`config.mk`:
```
export PLATFORM = sky130hd
export DESIGN_NAME = cuckoo_chime_ctrl
export DESIGN_NICKNAME = d
export VERILOG_FILES = /design/src/rtl/cuckoo_chime_ctrl.sv
export SDC_FILE = /design/constraint.sdc
export NUM_CORES = 1
export LEC_CHECK = 0
export ABC_CLOCK_PERIOD_IN_PS = 2500
export BUFFER_PORTS_ARGS = -buffer_cell sky130_fd_sc_hd__buf_2
export CORE_MARGIN = 2
export CORE_UTILIZATION = 59
export DETAILED_ROUTE_END_ITERATION = 6
export PLACE_DENSITY = 0.82
export SETUP_SLACK_MARGIN = 0.1
export SKIP_CTS_REPAIR_TIMING = 1
export SLEW_MARGIN = 40
export SYNTH_ARGS = -nofsm -noshare
export SYNTH_HDL_FRONTEND = slang
export SYNTH_SLANG_ARGS = --single-unit
```
`constraint.sdc`:
```
create_clock -name clk -period 2.5 [get_ports clk]
set_clock_uncertainty 0.15 [all_clocks]
set_input_delay 0.375 -clock clk [delete_from_list [all_inputs] [get_ports clk]]
set_output_delay 0.375 -clock clk [all_outputs]
set_load 0.03 [all_outputs]
```
`src/rtl/cuckoo_chime_ctrl.sv`:
```
// Purpose: plays the hourly cuckoo chime (N = hour in 12h form) and shares the buzzer with the alarm.
// Latency: an accepted top-of-hour trigger enters ON the next cycle; o_buzz is registered (1-cycle delay).
// Backpressure: none; triggers that arrive while busy, muted or alarmed are dropped, not queued.
//
// Ports:
//   clk, rst_n          system clock, asynchronous active-low reset
//   i_hour/i_min/i_sec  timekeeper value (hour 0..23, min/sec 0..59)
//   i_mute              one-cycle pulse, cancels a running sequence
//   i_alarm_req         level, alarm owns the buzzer while high (also cancels the chime)
//   i_alarm_tone        alarm waveform passed to the buzzer while i_alarm_req=1
//   o_buzz              registered buzzer drive
//   o_busy              high while the chime sequence is in ON or OFF
//   o_remain            chimes not yet started or still sounding
module cuckoo_chime_ctrl #(
  parameter int unsigned ON_CYC    = 50_000_000,
  parameter int unsigned OFF_CYC   = 50_000_000,
  parameter int unsigned TONE_DIV  = 25_000,
  parameter int unsigned QUIET_END = 7
) (
  input  logic       clk,
  input  logic       rst_n,
  input  logic [4:0] i_hour,
  input  logic [5:0] i_min,
  input  logic [5:0] i_sec,
  input  logic       i_mute,
  input  logic       i_alarm_req,
  input  logic       i_alarm_tone,
  output logic       o_buzz,
  output logic       o_busy,
  output logic [3:0] o_remain
);

  // One phase counter serves both ON and OFF, so size it for the longer one.
  localparam int unsigned PH_MAX = (ON_CYC > OFF_CYC) ? ON_CYC : OFF_CYC;
  localparam int PH_W = (PH_MAX > 1) ? $clog2(PH_MAX) : 1;
  localparam int TN_W = (TONE_DIV > 1) ? $clog2(TONE_DIV) : 1;

  localparam logic [PH_W-1:0] ON_LAST   = PH_W'(ON_CYC - 1);
  localparam logic [PH_W-1:0] OFF_LAST  = PH_W'(OFF_CYC - 1);
  localparam logic [TN_W-1:0] TONE_LAST = TN_W'(TONE_DIV - 1);
  localparam logic [4:0]      QUIET_H   = 5'(QUIET_END);

  typedef enum logic [1:0] {
    S_IDLE = 2'd0,
    S_ON   = 2'd1,
    S_OFF  = 2'd2
  } state_t;

  state_t          state;
  logic [PH_W-1:0] phase_cnt;
  logic [TN_W-1:0] tone_cnt;
  logic            tone;
  logic            prev_cond;

  logic            trig_cond;
  logic            trig;
  logic            abort;
  logic [4:0]      hour12;
  logic [3:0]      n_chime;
  logic [3:0]      remain_dec;

  always_comb begin
    trig_cond  = (i_min == 6'd0) && (i_sec == 6'd0) &&
                 (i_hour >= QUIET_H) && (i_hour <= 5'd23);
    trig       = trig_cond && !prev_cond;
    abort      = i_mute || i_alarm_req;
    // 12-hour form, with noon/midnight sounding twelve times.
    hour12     = (i_hour >= 5'd12) ? (i_hour - 5'd12) : i_hour;
    n_chime    = (hour12 == 5'd0) ? 4'd12 : 4'(hour12);
    remain_dec = o_remain - 4'd1;
  end

  always_ff @(posedge clk or negedge rst_n) begin
    if (!rst_n) begin
      state     <= S_IDLE;
      phase_cnt <= '0;
      tone_cnt  <= '0;
      tone      <= 1'b0;
      // Starts high so power-up during hh:00:00 is not seen as a new hour.
      prev_cond <= 1'b1;
      o_buzz    <= 1'b0;
      o_busy    <= 1'b0;
      o_remain  <= 4'd0;
    end else begin
      prev_cond <= trig_cond;
      o_buzz    <= i_alarm_req ? i_alarm_tone : ((state == S_ON) && tone);

      case (state)
        S_IDLE: begin
          // Mute and alarm both outrank the trigger; a dropped trigger is gone for good.
          if (trig && !abort) begin
            state     <= S_ON;
            o_busy    <= 1'b1;
            o_remain  <= n_chime;
            phase_cnt <= '0;
            tone_cnt  <= '0;
            tone      <= 1'b0;
          end
        end

        S_ON: begin
          if (abort) begin
            state     <= S_IDLE;
            o_busy    <= 1'b0;
            o_remain  <= 4'd0;
            phase_cnt <= '0;
            tone_cnt  <= '0;
            tone      <= 1'b0;
          end else if (phase_cnt == ON_LAST) begin
            o_remain  <= remain_dec;
            phase_cnt <= '0;
            tone_cnt  <= '0;
            tone      <= 1'b0;
            // The last chime ends the sequence directly, without a trailing gap.
            if (remain_dec == 4'd0) begin
              state  <= S_IDLE;
              o_busy <= 1'b0;
            end else begin
              state <= S_OFF;
            end
          end else begin
            phase_cnt <= phase_cnt + 1'b1;
            if (tone_cnt == TONE_LAST) begin
              tone_cnt <= '0;
              tone     <= ~tone;
            end else begin
              tone_cnt <= tone_cnt + 1'b1;
            end
          end
        end

        S_OFF: begin
          if (abort) begin
            state     <= S_IDLE;
            o_busy    <= 1'b0;
            o_remain  <= 4'd0;
            phase_cnt <= '0;
          end else if (phase_cnt == OFF_LAST) begin
            state     <= S_ON;
            phase_cnt <= '0;
          end else begin
            phase_cnt <= phase_cnt + 1'b1;
          end
        end

        default: begin
          state    <= S_IDLE;
          o_busy   <= 1'b0;
          o_remain <= 4'd0;
        end
      endcase
    end
  end

endmodule
```
==> results of run 1 <==
how the worst max path moves through the flow:
stage / start / end / slack, ns / depth (start not counted)
floorplan: i_hour[4] / phase_cnt[18]$_DFFE_PN0P_ / 0.11 / 7
global placement: i_min[2] / phase_cnt[22]$_DFFE_PN0P_ / -0.02 / 7
detailed placement: i_min[1] / phase_cnt[12]$_DFFE_PN0P_ / -0.09 / 7
CTS: state[0]$_DFFE_PN0P_ / phase_cnt[12]$_DFFE_PN0P_ / 0.11 / 7
global route: phase_cnt[0]$_DFFE_PN0P_ / tone_cnt[10]$_DFFE_PN0P_ / 0.08 / 8
finish: phase_cnt[0]$_DFFE_PN0P_ / tone_cnt[10]$_DFFE_PN0P_ / 0.28 / 8
layer usage:
metal	vias up	share of wire (%)	GRT usage, %
li1	1390	-	-
met1	1355	46	33.86
met2	78	48	41.52
met3	7	4.6	3.333
met4	0	0.89	5.273
met5	-	0	0
worst max-delay path: cells and delay by family, from the launching register on:
family / cells / cell delay [ns]
AOI/OAI and AO/OA: 3 / 0.55
adders and majority gates: 1 / 0.23
buffers and inverters: 1 / 0.24
DFF: 1 / 0.46
and+or+nand+nor: 3 / 0.48
sequential cells by signal, indices dropped and copies added, names as in the netlist:
| signal | count |
|---|---|
| state | 2 |
| o_buzz | 1 |
| tone_cnt | 15 |
| prev_cond | 1 |
| o_busy | 1 |
| phase_cnt | 26 |
| tone | 1 |
| o_remain | 4 |
per-stage QoR:
stage                     area (um2)  power [W]  hold slack [ns]  std cells
after global routing            3561   0.003072           0.1673        470
final                           3561   0.002895           0.1304        470
after CTS                       3511   0.002844          -0.1056        465
after global placement          3372   0.002130           0.3158        457
after floorplan                 3053   0.001773         -0.07059        353
after detailed placement        3374   0.002165           0.2294        457
layout make-up:
cell class / count / share of cell area, %
Multi-Input combinational cell: 278 / 47.68
Sequential cell: 51 / 35.87
Timing Repair Buffer: 50 / 8.784
Tap cell: 70 / 2.460
Clock buffer: 5 / 1.933
Clock inverter: 3 / 1.897
Inverter: 13 / 1.370
power by group:
group,switching [W],leakage (nW),internal (W)
clock network,0.000282,0.0644,0.000399
logic,0.000798,0.772,0.000431
registers,0.0000806,0.696,0.000903
total,0.00116,1.53,0.00173
layout by cell type, fill, tap and decap left out, drive strengths merged, types with 2 or more instances in the layout:
cell     Yosys  final
or3         10     10
xor2        11     11
mux2         2      2
clkbuf      11      5
nor4         4      4
and2         4      4
dfrtp       50     50
nor2b        4      4
a31oi        6      6
and4         4      4
or4          2      2
inv         12     12
ha          10     10
a21oi       18     18
o22ai        2      2
mux2i        2      2
a211oi       3      3
nor2        38     38
nand2       28     28
o31ai       12     12
bufinv       0      2
o21ai       45     45
xnor2        3      3
nand4        7      7
nor4bb       3      3
buf          1     49
and3        10     10
nand2b       7      7
o2111ai      2      2
nand3       14     14
o211ai      10     11
nor3         7      7
cell families (layout without fill, tap and decap cells):
kind of cell	Yosys count	count (layout)	share of synthesized area, %
and+or+nand+nor	146	146	24.75
DFF	51	51	41.84
xor gates and xnor gates	14	14	4.016
AOI/OAI and AO/OA	103	104	20.78
buffers and inverters	25	71	3.114
adders and majority gates	10	10	4.098
muxes	4	4	1.393
==> flow_results.org, run 1 <==
** STA
- Sum of negative setup slack :: 0 ns
- After layout, the worst setup slack is about 0.28 ns.
- Headroom to the max-slew limit came out at about 67%.
- Period utilization :: a little under 90%
- Achievable clock frequency :: roughly 450 MHz
- Count of endpoints failing hold in the final timing report :: 0
- For the finished layout, the period the worst path requires is ~2.2 ns.
- Final count of negative-setup-slack endpoints :: 0
- Pin slew with the least headroom to its limit :: ~0.49 ns
- The number of pins with negative max-slew slack in the final report was 0.
- Setup repair after global routing missed its margin :: no

** Detailed routing
- Remaining antenna violation count :: 0
- The final layout contains routed wiring with a total length of 6961 um.
- In the routed design, unresolved DRC markers number 0.
- Via density per instance :: around 6.0
- Vias post-DR :: between 2,000 and 3,000
- Router iterations before antenna repair :: 5
- Average wire length per cell after detail routing :: 14.81 um
- DRC marker count from the first detailed-route iteration :: ~220

** Setup path
- Worst path arrival time :: ~2.3 ns
- The worst setup path is captured at a flop.
- Critical Path RT :: between 2 and 3 ns
- Worst path slowest cell :: dfrtp_1
- For the worst flop-to-flop path, the logic depth is 8.
- In this design, the critical path's most frequently occurring cell is o21ai_0.
- For this run, the slowest stage of the critical path takes ~0.46 ns.
- The worst register-to-register path begins at phase_cnt[0]$_DFFE_PN0P_.
- The signal on the critical path passes through ha_1 -> and2_1 -> nand4_1 -> o211ai_1 -> buf_4 -> nor2_1 -> o21ai_0 -> o21ai_0.
- The setup check on the worst reg-to-reg path leaves a slack of between 0.2 and 0.3 ns.
- Kind of start point of the critical path :: flop
- Worst Path Max Fanout :: 13
- Type of the setup path with the least slack :: flop to flop
- In this run the critical register-to-register path is captured at tone_cnt[10]$_DFFE_PN0P_.

** CTS
- Clock root buffer :: clkbuf_8
- Number of buffers between clock root and the deepest sink :: 2
- The tree built by TritonCTS fans out to between 50 and 60 sinks.
- The H-tree was split into 2 levels.
- The clock reaches the later pin of the worst-skew pair after 0.31 ns.
- CTS tree :: done
- Clock-pin slew was measured on the worst setup and hold paths at ~0.1 ns.
- The number of clock buffers added by TritonCTS is 5.

** Synthesis
- Synthesis instantiated 44 different standard cells from the library.
- When the netlist entered floorplanning its net count stood at 385.
- Synth warnings :: 0
- Total standard cell area after synthesis :: around 3100 um2
- Post-synthesis cell count :: approximately 350
- By count the netlist is led by 50 x dfrtp_1, 44 x o21ai_0, 38 x nor2_1, 28 x nand2_1, 18 x a21oi_1.
- The top cell type by area accounts for about two fifths of the synthesized area.
- Biggest area contributors in the synthesized netlist :: dfrtp_1 41%, o21ai_0 7.2%, nor2_1 4.7%, ha_1 4.1%, nand2_1 3.4%
- After synthesis, flip-flops and latches occupy 41.84% of the total area.
- Share of flip-flops with an asynchronous set or reset after synthesis :: 100.0%
- The synthesized design contains 0 enable-type register cells.
- Most repeated cell in the gate-level netlist after synthesis :: dfrtp_1
- For this run, the leading register cell type out of synthesis is dfrtp_1.
- Each instance of the synthesized netlist takes up on average between 8 and 9 um2.
- Flip-flop and latch count after synthesis :: a little over 50
- Post-synth top area cell :: dfrtp_1

** Floorplan
- For this configuration, the core starts out at a cell density of between 60% and 70%.
- Core region area :: 5042 um2
- The die covers roughly 5800 um2.
- The die is between 70 and 80 um wide.
- I/O Pins :: 28
- Overall die height :: between 70 and 80 um
- Placement Rows :: 26

** Layout
- Relative to the synthesized area, the layout overhead comes to 16.64%.
- Final-layout fill cell count :: 393
- Across the whole layout, storage elements account for around 1300 um2.
- The final layout contains between 400 and 500 nets.
- Layout cells sized above 1 :: between 10% and 20%
- The number of antenna diodes in the final layout is 0.
- Cells fill a little over two thirds of the core in the end.
- The multi-input combinational cells in the finished layout cover a total of 1698 um2.

** Run status
- The flow ran to the end, and the final reports show no timing, DRC or antenna violations.

** Placed design
- Routability congestion estimate :: approximately 0.9
- Buffers added on ports :: 27
- Post-DP HPWL :: 4914 um
- Post-placement setup slack :: -0.08502 ns

** Min path
- Counting instances, the worst hold path has a depth of 3.
- Type of the most critical hold path :: primary input to flop
- The worst hold path terminates at o_buzz$_DFF_PN0_.
- HP Start :: i_alarm_tone

** Power and ir drop
- Power density over the cells :: around 800 nW/um2
- Summed over all cells, the static leakage comes to approximately 1.5 nW.
- Worst vdd rail ir drop :: 0.0006223 V

** Global routing
- Maximum number of pins on one net before global-route repair :: 38
- Global-route usage over all layers :: around a quarter
- The number of antenna violations at the first check in global routing was 0.
- Wire length of the first global-routing pass :: roughly 12,000 um
- Via count of the first global-routing pass :: 2,625
- For this run the aggregate overflow at the end of global routing stands at 0.

** Run
- Across the run, the number of max-cap violations was 0.
Note: power is estimated with default switching activity, not from simulation.
==> inputs of run 2 (changes only) <==
- ABC_CLOCK_PERIOD_IN_PS: 2500 -> 2300
- clock period: 2.5 -> 2.3 ns (I/O delays scaled with it)
==> flow_results.org, run 2 (synthesized netlist as in run 1, its figures left out) <==
** Run status
- Result of the run: completed (unchanged).

** Placed design
- The detailed-placement wirelength estimate came to 5168 um (was 4914 um).
- The weighted congestion reported at the end of routability-driven placement came to 0.8840 (was 0.8904).
- The number of buffers inserted by port buffering was 27 (unchanged).
- Post-placement setup slack :: -0.1967 ns (was -0.08502 ns)

** CTS
- CTS tree :: done (unchanged)
- Number of H-tree levels :: 2 (unchanged)
- The clock latency of the later-clocked register in the worst-skew pair came to 0.31 ns (about the same).
- The clock-pin slew on the worst setup and hold paths was 0.10 ns (about the same).
- Clock root buffer :: clkbuf_8 (unchanged)
- The clock net sink count came to 51 (unchanged).
- Clock buffer count from CTS :: 5 (unchanged)
- The maximum number of buffers from clock root to sink came to 2 (unchanged).

** Setup path
- Type of the setup path with the least slack :: primary input to flop (was flop to flop)
- Critical register-to-register path startpoint :: phase_cnt[8]$_DFFE_PN0P_ (was phase_cnt[0]$_DFFE_PN0P_)
- The delay of the slowest cell on the worst path came to 0.52 ns (was 0.46 ns).
- The peak fanout along the critical path came to 4 (was 13).
- The highest-delay cell along the critical path is or4_1 (was dfrtp_1).
- Crit-path cells: buf_6 -> nor4_4 -> nand3_2 -> a2111oi_4 -> buf_4 -> o21ai_4 -> or4_1 -> a21oi_1 (was ha_1 -> and2_1 -> nand4_1 -> o211ai_1 -> buf_4 -> nor2_1 -> o21ai_0 -> o21ai_0).
- Gate family responsible for the most delay along the worst path :: simple AND/OR/NAND/NOR gates (was compound AO/OA/AOI/OAI gates)
- Worst path arrival time :: 2.25 ns (was 2.26 ns)
- Worst path buffer plus inverter count :: 2 (was 1)
- Worst setup path start :: i_sec[5] (was phase_cnt[0]$_DFFE_PN0P_)
- The data required time of the worst path came to 2.38 ns (was 2.54 ns).
- The type of destination of the critical path is a flop (unchanged).
- Kind of start point of the critical path :: primary input (was flop)

** STA
- Time the final worst path needs with I/O delays and setup :: approximately 2.2 ns
- Worst Hold Slack :: 0.1025 ns (was 0.1304 ns)
- Setup repair after global routing missed its margin :: yes (was no)
- Final count of negative-setup-slack endpoints :: 0 (unchanged)
- Achievable clock frequency :: about 460 MHz
- The final-report hold violation count came to 0 (unchanged).
- Normalized max-slew margin :: 67.11% (was 67.26%)
- Sum of negative setup slack :: 0 ns (unchanged)
- The smallest setup slack after layout is 0.1251 ns (was 0.2804 ns).
- The final critical path takes up a little over nine tenths of the cycle.
- Pin slew with the least headroom to its limit :: 0.4912 ns (was 0.4910 ns)
- Count of final max-slew check failures :: 0 (unchanged)

** Layout
- The number of nets in the final layout is 443 (was 431).
- Commonest non-fill, non-tap cell in the layout :: dfrtp_1 (unchanged)
- Biggest registers after layout: phase_cnt: 26 flops, tone_cnt: 15 flops, o_remain: 4 flops (unchanged).
- The top register by number of flip-flops was phase_cnt (unchanged).
- The fraction of layout cells with a size suffix above 1 came to 24.27% (was 16.50%).
- Commonest cells after routing, fill and taps aside: 48 x dfrtp_1, 38 x o21ai_0, 36 x nor2_1, 32 x buf_4, 28 x nand2_1 (was 50 x dfrtp_1, 43 x o21ai_0, 37 x nor2_1, 28 x nand2_1, 26 x buf_2).
- The final cell utilization of the core is 76.20% (was 70.62%).
- The synthesis-to-finish area growth is 25.86% (was 16.64%).
- The number of antenna cells inserted came to 0 (unchanged).
- Number of flip-flops under the largest register name :: 26 (unchanged)

** Power and ir drop
- The total power draw was 0.003308 W (was 0.002895 W).
- Power density over the cells :: 861.0 nW/um2 (was 812.9 nW/um2)
- The leakage dissipation is 1.635 nW (was 1.533 nW).
- Worst vdd rail ir drop :: 0.0006143 V (was 0.0006223 V)

** Detailed routing
- The number of DRC violations after detailed routing is 0 (unchanged).
- The initial detailed-routing violation count came to 189 (was 222).
- The aggregate routed wire length was 7532 um (was 6961 um).
- Vias post-DR :: 2,972 (was 2,830)
- The vias per cell is 6.166 (was 6.021).
- Average wire length per cell after detail routing :: 15.63 um (was 14.81 um)
- The post-detailed-route count of antenna-violating nets was 0 (unchanged).
- The first-pass iteration count of the detailed router was 5 (unchanged).

** Floorplan
- The vertical die dimension was 75.94 um (unchanged).
- I/O Pins :: 28 (unchanged)
- Core region area :: 5042 um2 (unchanged)
- Width of the die :: 75.94 um (unchanged)
- The total die area was 5766 um2 (unchanged).
- Placement Rows :: 26 (unchanged)
- Starting utilization of the core area :: 60.55% (unchanged)

** Global routing
- Global-route usage over all layers :: 25.60% (was 24.47%)
- Initial antenna violation count :: 0 (unchanged)
- Wire length of the first global-routing pass :: 12,340 um (was 11,720 um)
- Via count of the first global-routing pass :: 2,684 (was 2,625)
- The remaining global-route overflow is 0 (unchanged).
- Maximum number of pins on one net before global-route repair :: 35 (was 38)

** Min path
- The hold path startpoint is i_alarm_req (was i_alarm_tone).
- The class of the tightest hold or removal check was primary input to flop (unchanged).

** Run
- The max-cap violation count was 0 (unchanged).
-- run 2: cell types whose count changed in the layout (fill, tap and decap cells not counted), moves of 2 or more --
cell     before  now
buf_4        23   32
nor4_1        4    0
a21oi_1      18   15
a21oi_2       0    3
buf_6         0   10
buf_2        26   19
nor4_4        0    4
o21ai_1       0    5
o21ai_0      43   38
dfrtp_2       0    2
dfrtp_1      50   48
inv_2         0    2
-- run 2: area by class of cell --
cell class,count,area (um2)
Inverter,13,48.80
Clock inverter,2,35.03
Fill cell,335,1200
Multi-Input combinational cell,277,1831
Clock buffer,6,82.58
Sequential cell,51,1280
Timing Repair Buffer,63,478.0
Tap cell,70,87.58
-- run 2: path summary, 6_finish.rpt --
path	end	slack, ns	cells after the start
hold / removal	o_buzz$_DFF_PN0_	0.10	2
setup / recovery	phase_cnt[18]$_DFFE_PN0P_	0.13	8
max in group asynchronous	phase_cnt[20]$_DFFE_PN0P_	1.13	3
hold reg to reg	tone$_DFFE_PN0P_	0.34	1
min in group asynchronous	o_remain[0]$_DFFE_PN0P_	0.36	2
setup reg to reg	phase_cnt[18]$_DFFE_PN0P_	0.13	6
-- run 2: metal layers --
layer  GRT usage [%]  part of all wire [%]
met5               0                     0
met4           6.364                  0.80
met1           36.19                    45
met2           41.70                    50
met3           4.048                   4.1
-- run 2: power breakdown --
group	switching (W)	internal [W]
Combinational	0.000974	0.000628
Clock	0.000296	0.000352
Sequential	0.0000761	0.000982
Total	0.00135	0.00196
-- run 2: through the flow --
step	cells	instance area, um2
2_1_floorplan	353	3138
4_1_cts	476	3647
3_3_place_gp	468	3530
5_1_grt	482	3842
6_report	482	3842
3_5_place_dp	468	3530
